[src/rtl/seg_display_scheduler_if.sv]
// Bundle between telemetry requesters, the display driver and the scheduler.
// The scheduler sits on the slave side; the requester/driver side is the master.
interface seg_display_scheduler_if #(
  parameter int NUM_SRC = 4,
  parameter int SRC_W   = 3
);
  logic [NUM_SRC-1:0]    src_valid;
  logic [16*NUM_SRC-1:0] src_data;
  logic [NUM_SRC-1:0]    src_ack;
  logic                  hold;
  logic [15:0]           disp_bcd;
  logic [SRC_W-1:0]      disp_src;
  logic                  disp_valid;
  logic                  disp_ovf;
  logic                  busy;

  modport master (
    output src_valid, src_data, hold,
    input  src_ack, disp_bcd, disp_src, disp_valid, disp_ovf, busy
  );

  modport slave (
    input  src_valid, src_data, hold,
    output src_ack, disp_bcd, disp_src, disp_valid, disp_ovf, busy
  );
endinterface

[src/rtl/seg_display_scheduler.sv]
// Round-robin display arbiter: captures one requester value, converts it to BCD
// with a serial double-dabble engine, publishes it and holds it for a dwell time.
module seg_display_scheduler #(
  parameter int NUM_SRC      = 4,
  parameter int DWELL_CYCLES = 100000000,
  parameter int SRC_W        = 3
) (
  input  logic                   clk,
  input  logic                   rst_n,
  seg_display_scheduler_if.slave bus
);

  localparam int DW_W = (DWELL_CYCLES > 1) ? $clog2(DWELL_CYCLES) : 1;
  localparam logic [DW_W-1:0] DWELL_LAST = DW_W'(DWELL_CYCLES - 1);
  localparam logic [15:0]     BCD_MAX    = 16'd9999;

  typedef enum logic [2:0] {
    ST_IDLE    = 3'd0,
    ST_CAPTURE = 3'd1,
    ST_CONVERT = 3'd2,
    ST_PUBLISH = 3'd3,
    ST_DWELL   = 3'd4
  } state_t;

  state_t               state_r;
  logic [1:0]           rst_sync_r;
  logic [SRC_W-1:0]     rr_r;
  logic [SRC_W-1:0]     winner_r;
  logic [15:0]          bcd_r;
  logic [15:0]          sr_r;
  logic [3:0]           step_r;
  logic                 ovf_pend_r;
  logic [DW_W-1:0]      dwell_r;
  logic [NUM_SRC-1:0]   ack_r;
  logic [15:0]          disp_bcd_r;
  logic [SRC_W-1:0]     disp_src_r;
  logic                 disp_valid_r;
  logic                 disp_ovf_r;
  logic                 busy_r;

  logic [SRC_W:0]       pick_s;
  logic [15:0]          captured_s;
  logic [15:0]          adj_s;

  // First valid requester strictly after rr, wrapping; MSB flags that one exists.
  function automatic logic [SRC_W:0] pick_next(input logic [NUM_SRC-1:0] valid,
                                               input logic [SRC_W-1:0]   rr);
    logic             found;
    logic [SRC_W-1:0] idx;
    int               cand;
    found = 1'b0;
    idx   = '0;
    for (int i = 1; i <= NUM_SRC; i++) begin
      cand = int'(rr) + i;
      if (cand >= NUM_SRC) begin
        cand = cand - NUM_SRC;
      end else begin
        cand = cand;
      end
      if (!found && valid[cand]) begin
        found = 1'b1;
        idx   = SRC_W'(cand);
      end else begin
        found = found;
      end
    end
    return {found, idx};
  endfunction

  // Double-dabble correction: every BCD nibble of 5 or more gets 3 added before the shift.
  function automatic logic [15:0] dabble_adjust(input logic [15:0] bcd);
    logic [15:0] res;
    res = bcd;
    for (int n = 0; n < 4; n++) begin
      if (res[4*n +: 4] >= 4'd5) begin
        res[4*n +: 4] = res[4*n +: 4] + 4'd3;
      end else begin
        res[4*n +: 4] = res[4*n +: 4];
      end
    end
    return res;
  endfunction

  // Arbitration candidate, winner data mux and BCD nibble correction.
  always_comb begin
    pick_s     = pick_next(bus.src_valid, rr_r);
    adj_s      = dabble_adjust(bcd_r);
    captured_s = 16'd0;
    for (int i = 0; i < NUM_SRC; i++) begin
      if (winner_r == SRC_W'(i)) begin
        captured_s = bus.src_data[16*i +: 16];
      end else begin
        captured_s = captured_s;
      end
    end
  end

  // Reset release synchroniser; assertion is immediate, release takes two edges.
  always_ff @(posedge clk or negedge rst_n) begin
    if (!rst_n) begin
      rst_sync_r <= 2'b00;
    end else begin
      rst_sync_r <= {rst_sync_r[0], 1'b1};
    end
  end

  // Scheduler FSM; every output is a register updated here.
  always_ff @(posedge clk or negedge rst_n) begin
    if (!rst_n) begin
      state_r      <= ST_IDLE;
      rr_r         <= SRC_W'(NUM_SRC - 1);
      winner_r     <= '0;
      bcd_r        <= 16'd0;
      sr_r         <= 16'd0;
      step_r       <= 4'd0;
      ovf_pend_r   <= 1'b0;
      dwell_r      <= '0;
      ack_r        <= '0;
      disp_bcd_r   <= 16'd0;
      disp_src_r   <= '0;
      disp_valid_r <= 1'b0;
      disp_ovf_r   <= 1'b0;
      busy_r       <= 1'b0;
    end else begin
      ack_r <= '0;
      case (state_r)
        ST_IDLE: begin
          // Nothing starts until the reset release has propagated through the synchroniser.
          if (rst_sync_r[1] && !bus.hold && pick_s[SRC_W]) begin
            winner_r <= pick_s[SRC_W-1:0];
            busy_r   <= 1'b1;
            state_r  <= ST_CAPTURE;
          end else begin
            state_r  <= ST_IDLE;
          end
        end
        ST_CAPTURE: begin
          if (captured_s > BCD_MAX) begin
            sr_r       <= BCD_MAX;
            ovf_pend_r <= 1'b1;
          end else begin
            sr_r       <= captured_s;
            ovf_pend_r <= 1'b0;
          end
          bcd_r   <= 16'd0;
          step_r  <= 4'd0;
          ack_r   <= NUM_SRC'(1'b1) << winner_r;
          rr_r    <= winner_r;
          state_r <= ST_CONVERT;
        end
        ST_CONVERT: begin
          bcd_r  <= {adj_s[14:0], sr_r[15]};
          sr_r   <= {sr_r[14:0], 1'b0};
          step_r <= step_r + 4'd1;
          if (step_r == 4'd15) begin
            state_r <= ST_PUBLISH;
          end else begin
            state_r <= ST_CONVERT;
          end
        end
        ST_PUBLISH: begin
          disp_bcd_r   <= bcd_r;
          disp_src_r   <= winner_r;
          disp_ovf_r   <= ovf_pend_r;
          disp_valid_r <= 1'b1;
          dwell_r      <= '0;
          busy_r       <= 1'b0;
          state_r      <= ST_DWELL;
        end
        ST_DWELL: begin
          if (bus.hold) begin
            dwell_r <= dwell_r;
          end else if (dwell_r == DWELL_LAST) begin
            state_r <= ST_IDLE;
          end else begin
            dwell_r <= dwell_r + DW_W'(1);
          end
        end
        default: begin
          busy_r  <= 1'b0;
          state_r <= ST_IDLE;
        end
      endcase
    end
  end

  assign bus.src_ack    = ack_r;
  assign bus.disp_bcd   = disp_bcd_r;
  assign bus.disp_src   = disp_src_r;
  assign bus.disp_valid = disp_valid_r;
  assign bus.disp_ovf   = disp_ovf_r;
  assign bus.busy       = busy_r;

endmodule

[src/flat_wrapper.sv]
// flat-port wrapper written by rule: the top's interface ports become plain ports
module seg_display_scheduler_flat 
#(
  parameter int NUM_SRC      = 4,
  parameter int DWELL_CYCLES = 100000000,
  parameter int SRC_W        = 3
)
  (clk, rst_n, bus_src_valid, bus_src_data, bus_hold, bus_src_ack, bus_disp_bcd, bus_disp_src, bus_disp_valid, bus_disp_ovf, bus_busy);
  seg_display_scheduler_if #(.NUM_SRC(NUM_SRC), .SRC_W(SRC_W)) bus_i ();
  input  logic clk;
  input  logic rst_n;
  input wire logic [$bits(bus_i.src_valid)-1:0] bus_src_valid;
  input wire logic [$bits(bus_i.src_data)-1:0] bus_src_data;
  input wire logic [$bits(bus_i.hold)-1:0] bus_hold;
  output wire logic [$bits(bus_i.src_ack)-1:0] bus_src_ack;
  output wire logic [$bits(bus_i.disp_bcd)-1:0] bus_disp_bcd;
  output wire logic [$bits(bus_i.disp_src)-1:0] bus_disp_src;
  output wire logic [$bits(bus_i.disp_valid)-1:0] bus_disp_valid;
  output wire logic [$bits(bus_i.disp_ovf)-1:0] bus_disp_ovf;
  output wire logic [$bits(bus_i.busy)-1:0] bus_busy;
  assign bus_i.src_valid = bus_src_valid;
  assign bus_i.src_data = bus_src_data;
  assign bus_i.hold = bus_hold;
  assign bus_src_ack = bus_i.src_ack;
  assign bus_disp_bcd = bus_i.disp_bcd;
  assign bus_disp_src = bus_i.disp_src;
  assign bus_disp_valid = bus_i.disp_valid;
  assign bus_disp_ovf = bus_i.disp_ovf;
  assign bus_busy = bus_i.busy;
  seg_display_scheduler #(.NUM_SRC(NUM_SRC), .DWELL_CYCLES(DWELL_CYCLES), .SRC_W(SRC_W)) u_core (.clk(clk), .rst_n(rst_n), .bus(bus_i));
endmodule
[config.mk]
export PLATFORM = sky130hd
export DESIGN_NAME = seg_display_scheduler_flat
export DESIGN_NICKNAME = d
export VERILOG_FILES = /design/src/rtl/seg_display_scheduler_if.sv /design/src/rtl/seg_display_scheduler.sv /design/src/flat_wrapper.sv
export SDC_FILE = /design/constraint.sdc
export NUM_CORES = 1
export LEC_CHECK = 0
export ABC_AREA = 1
export ABC_CLOCK_PERIOD_IN_PS = 2450
export BUFFER_PORTS_ARGS = -buffer_cell sky130_fd_sc_hd__buf_2
export CAP_MARGIN = 20
export CELL_PAD_IN_SITES_DETAIL_PLACEMENT = 1
export CELL_PAD_IN_SITES_GLOBAL_PLACEMENT = 2
export CORE_ASPECT_RATIO = 1.75
export CORE_MARGIN = 2
export CORE_UTILIZATION = 32
export DETAILED_ROUTE_END_ITERATION = 10
export PLACE_DENSITY_LB_ADDON = 0.1
export SYNTH_ARGS = -nofsm -noshare
export SYNTH_HDL_FRONTEND = slang
export SYNTH_SLANG_ARGS = --single-unit
export TNS_END_PERCENT = 50
[constraint.sdc]
create_clock -name clk -period 2.45 [get_ports clk]
set_input_delay 0.245 -clock clk [delete_from_list [all_inputs] [get_ports clk]]
set_output_delay 0.245 -clock clk [all_outputs]
set_load 0.05 [all_outputs]
== Word level (Yosys, flattened, before mapping) ==
Index checks and enable logic that the tools add are counted.

* $add $sub $neg: 14
* Magnitude comparators: 13
* Eq/ne operators: 13
* Shifts and indexed selects: 1
* Multiplexer cells: 48
* Bitwise gates (word level): 1
* Reductions and logical operators: 18

{| class="wikitable"
|+ Operator list
! cell !! count
|-
| greater-or-equal comparator 32 x 4 -> 1 bit (second input constant) || 4
|-
| < comparator 32 x 4 -> 1 bit (second input constant) || 4
|-
| 2-to-1 mux 32 bit || 4
|-
| subtractor 32 x 4 -> 32 bit (second input constant) || 4
|-
| 2-to-1 mux 16 bit || 5
|-
| case mux 16 bit (2 select lines) || 2
|-
| 2-to-1 mux 27 bit || 2
|-
| case mux 27 bit (2 select lines) || 1
|-
| adder 27 x 1 -> 27 bit (second input constant) || 1
|-
| equality test 27 bit (second input constant) || 1
|-
| 2-to-1 mux 3 bit || 7
|-
| greater-or-equal comparator 4 x 3 -> 1 bit (second input constant) || 4
|-
| greater-than comparator 16 x 14 -> 1 bit (second input constant) || 1
|-
| 2-to-1 mux 1 bit || 16
|-
| 2-to-1 mux 4 bit || 4
|-
| case mux 3 bit (5 select lines) || 1
|-
| adder 4 x 2 -> 4 bit (second input constant) || 3
|-
| equality test 3 x 2 -> 1 bit (second input constant) || 4
|-
| adder 3 x 2 -> 4 bit (second input constant) || 2
|-
| binary-select mux 1 bit (select 2 bit) || 4
|-
| case mux 4 bit (2 select lines) || 1
|-
| equality test 3 x 1 -> 1 bit (second input constant) || 2
|-
| zero test 3 bit || 2
|-
| AND reduction 2 bit || 3
|-
| other kinds (16) || 26
|}

* Register bits: 101
* Input bits: 71
* Output and inout port bits: 26
* Logic and storage cells: 123

== Depth between registers and ports, before layout ==
* Word-level depth: 19
* Depth in mapped cells: 15

== Worst setup path before layout ==
Ideal clock, no wire load.

* Path kind: register to register
* Start: register u_core.rr_r[1]
* End: register u_core.winner_r[0]
* Setup time: 0.126 ns
* Arrival time: 2.005 ns
* Data required time: 2.324 ns
* Slack: 0.319 ns
* Cell stages (with the launch flop): 13
* Path buffers: 1
* Period minus slack after synthesis: 2.131 ns
* Path through: dfstp_2 -> clkbuf_1 -> inv_1 -> ha_1 -> inv_1 -> nand2_1 -> o21ai_0 -> nor3_1 -> nand2_1 -> nand3_1 -> inv_1 -> nand3_1 -> o21ai_0

* Cells in the longest elaborated chain, start to end: 18

{| class="wikitable"
|+ RTL lines
! what !! RTL line !! source
|-
| start, declared || seg_display_scheduler.sv:27 || <nowiki>logic [SRC_W-1:0] rr_r;</nowiki>
|-
| start signal, assigned || seg_display_scheduler.sv:111 || <nowiki>rr_r <= SRC_W'(NUM_SRC - 1);</nowiki>
|-
| start signal, assigned || seg_display_scheduler.sv:148 || <nowiki>rr_r <= winner_r;</nowiki>
|-
| adder 3 x 1 -> 4 bit || seg_display_scheduler.sv:54 || <nowiki>cand = int'(rr) + i;</nowiki>
|-
| subtractor 32 x 4 -> 32 bit or greater-or-equal comparator 32 x 4 -> 1 bit (tied branches) || seg_display_scheduler.sv:56, seg_display_scheduler.sv:55 ||
|-
| 2-to-1 mux 32 bit || seg_display_scheduler.sv:55 || <nowiki>if (cand >= NUM_SRC) begin</nowiki>
|-
| binary-select mux 1 bit (select 2 bit) || seg_display_scheduler.sv:60 || <nowiki>if (!found && valid[cand]) begin</nowiki>
|-
| 2-to-1 mux 1 bit (not written as such) (2 in series) || seg_display_scheduler.sv:60 ||
|-
| 2-to-1 mux 1 bit || seg_display_scheduler.sv:60 ||
|-
| zero test 1 bit || seg_display_scheduler.sv:60 ||
|-
| logical AND 1 bit || seg_display_scheduler.sv:60 ||
|-
| 2-to-1 mux 1 bit || seg_display_scheduler.sv:60 ||
|-
| zero test 1 bit || seg_display_scheduler.sv:60 ||
|-
| logical AND 1 bit || seg_display_scheduler.sv:60 ||
|-
| 2-to-1 mux 1 bit || seg_display_scheduler.sv:60 ||
|-
| zero test 1 bit || seg_display_scheduler.sv:60 ||
|-
| logical AND 1 bit || seg_display_scheduler.sv:60 ||
|-
| 2-to-1 mux 1 bit || seg_display_scheduler.sv:60 ||
|-
| logical AND 1 bit || seg_display_scheduler.sv:129 || <nowiki>if (rst_sync_r[1] && !bus.hold && pick_s[SRC_W]) begin</nowiki>
|-
| AND reduction 2 bit (no source line) || -- ||
|-
| end signal, assigned || seg_display_scheduler.sv:130 || <nowiki>winner_r <= pick_s[SRC_W-1:0];</nowiki>
|-
| end, declared || seg_display_scheduler.sv:28 || <nowiki>logic [SRC_W-1:0] winner_r;</nowiki>
|}

Parallel ways exist; a longest one is shown, timed or not. The select of a mux whose other input is x is not followed.
A chain may end at the register's enable or synchronous reset.

== Worst setup path after layout ==
* Start: register u_core.rr_r[1]
* End: register u_core.winner_r[1]

The elaborated chain is that of the path after synthesis.

==> out/results.txt <==
Cells after DPL: 1116
Crit-path slowest cell: dfstp_2
setup bufs post-CTS: 0
vias in the first global route: 6262
origin of the worst setup path: u_core.rr_r[1]
Routed WL: 19.8 mm
worst ir drop on vdd: 0.536 mV
fin crit share: 89.7%
GRT overflow: 0
register area share after synthesis: 42.7%
final cell count without fillers: 1133
gpl congestion: 0.911
f_max: 0.455 GHz
post-route clock skew: 9.69 ps
Min-Delay Path Class: input port to flip-flop
I/O pins: 97
Setup Viol. Count Final: 0
iteration count of the initial detailed-routing pass: 4
synthesized area: 5930 µm²
max incr delay on CP: 610 ps
gate count of the mapped netlist: 796
initial antenna violation count: 0
relative slew slack: 60.8%
DR vias/cell: 5.04
FFs w/ async S/R, synth: 100%
top_reg_cell synth: dfrtp_1
most frequent cells in the layout: nand2_1, dfrtp_1, buf_2, inv_1, o21ai_0
ant diodes: 0
detailed placement HPWL: 15.4 mm
Ys Warns: 0
fin crit period: 2200 ps
area grow syn2layout: 18.8%
clk slew on worst S/H paths: 80 ps
pre-CTS setup slack: 176 ps
Data arrival, critical path: 2440 ps
core area: 18100 µm²
Yosys cell types: 42
min-delay src: bus_src_data[49]
status: finished, final reports clean
Total Power: 6.43 mW
critical path's top delay family: compound AO/OA/AOI/OAI gates
Slew @ Worst Pin: 585 ps
H-tree Lvls: 3
# rows: 65
Die Span Y: 184 µm
Initial Util: 32.7%
clock sinks: 101
die area: 19700 µm²
pin count of the biggest net entering global routing: 48
final worst slack: 253 ps
layout cells sized above 1: 18.4%
nets@finish: 977
post-synthesis net count: 879
PwrDens: 913 nW/µm²
Max-Cap Viols: 0
drt wl/cell: 17.4 µm
Final Hold Vio Count: 0
port bufs: 96
setup TNS: 0 ps
maximum fanout along the worst path: 8
via count: 5714
FF-to-FF Start: u_core.rr_r[1]
CTS root buf: clkbuf_16
Crit. End Element: flip-flop
EDFF count, synth: 0
DRT iter0 DRCs: 232
CP most frequent cell: inv_1
Pleak: 3.47 nW
crit path kind: flip-flop to flip-flop
Die Width: 107 µm
final hold slack: 240 ps
first-pass GRT wire length: 32.4 mm
clock buffer depth: 2
DR DRC count: 0
CTS buffer count: 9
unrepaired setup endpoints after global routing: no
syn_area_per_cell: 7.45 µm²
startpoint types: flip-flop
Slew Viols, Final: 0
register bit total from synthesis: 101
worst skew pair latency: 360 ps
crit path cell chain: inv_1, ha_1, inv_1, o21ai_0, inv_1, nand2_1, nor2_1, a21oi_1, o21ai_0
Post-DRT Antenna Nets: 0
WP buf/inv: 3
CTS tree: yes
GRT Util Overall: 21.3%
most common cell after layout, fill and taps aside: nand2_1
Worst Path Required: 2690 ps
[power breakdown]
group,switching [mW],internal (mW)
clock network,0.714,0.841
registers,0.245,2.00
logic,1.81,0.820
total,2.77,3.66
[layer usage]
| metal | track usage [%] | share of wire, % | up-vias |
|---|---|---|---|
| met3 | 2.51 | 1.8 | 39 |
| met5 | 0 | 0 | - |
| met1 | 21.9 | 36 | 2814 |
| li1 | - | - | 2780 |
| met4 | 9.45 | 3.7 | 0 |
| met2 | 42.1 | 58 | 81 |
[worst reg2reg max path: stages, from the launching register on]
cell	delay, ps
dfstp_2	610
inv_1	110
ha_1	330
inv_1	70
o21ai_0	340
inv_1	90
nand2_1	100
nor2_1	70
a21oi_1	240
o21ai_0	120
[final cells by class]
| cell class | instances | area [µm²] |
|---|---|---|
| clock buffers | 10 | 239 |
| clock inverters | 6 | 80.1 |
| fillers | 2293 | 11100 |
| inverters | 102 | 385 |
| multi-input cells | 561 | 2850 |
| flip-flops and latches | 101 | 2530 |
| well taps | 234 | 293 |
| repair buffers | 119 | 671 |
[cell usage after synthesis (3+ instances only)]
master	instances	share of area, %
inv_2	6	0.38
o32ai_1	3	0.44
nand4_1	36	3.8
clkbuf_1	16	1.0
o21ai_0	70	5.9
buf_4	3	0.38
nor3_1	17	1.4
nor4_1	3	0.32
xnor2_1	5	0.74
inv_1	94	5.9
a211oi_1	4	0.51
buf_2	9	0.76
nand2_1	212	13
nor2_1	65	4.1
o22ai_1	12	1.3
nand3_1	65	5.5
ha_1	12	2.5
dfrtp_1	99	42
o21ai_2	10	1.5
buf_6	4	0.76
o21ai_1	4	0.34
xor2_1	21	3.1
[stage by stage]
step                utilization, %  instance area [µm²]
global route                  38.8                 7050
global placement              37.0                 6710
finish                        38.8                 7050
detailed placement            37.0                 6710
CTS                           38.8                 7040
floorplan                        -                 5930
[path summary, 6_finish.rpt]
| kind | slack, ps | to | depth (start not counted) |
|---|---|---|---|
| worst min-delay path | 240 | u_core.sr_r[1] | 5 |
| worst max-delay path | 250 | u_core.winner_r[1] | 9 |
| max in group asynchronous | 1370 | u_core.bcd_r[3] | 3 |
| worst max register to register | 250 | u_core.winner_r[1] | 9 |
| worst min register to register | 360 | u_core.rst_sync_r[1] | 0 |
| min in group asynchronous | 400 | u_core.dwell_r[2] | 2 |
[timing repair]
| action | CTS | global route |
|---|---|---|
| hold buffers | 1 | 0 |
| gates resized for setup | 0 | 1 |
| hold endpoints to repair | 33 | 0 |
| endpoints found under the setup margin | 0 | 2 |
[state kept, by name, indices dropped and copies added, names as in the netlist]
signal	count
u_core.rst_sync_r	2
u_core.bus.src_ack	4
u_core.sr_r	16
u_core.bus.disp_ovf	1
u_core.bcd_r	16
u_core.ovf_pend_r	1
u_core.rr_r	3
u_core.bus.disp_src	3
u_core.bus.busy	1
u_core.winner_r	3
u_core.bus.disp_bcd	16
u_core.state_r	3
u_core.bus.disp_valid	1
u_core.dwell_r	27
u_core.step_r	4
[kinds of logic after synthesis]
kind of cell	after synthesis	share of synthesized area [%]
AOI/OAI and AO/OA	109	10.7
xor gates and xnor gates	26	3.84
DFF	101	42.7
other	1	0.0632
and+or+nand+nor	412	30.6
buffers and inverters	134	9.41
adders and majority gates	12	2.53
muxes	1	0.169
Power figures use the tool's default switching activity.
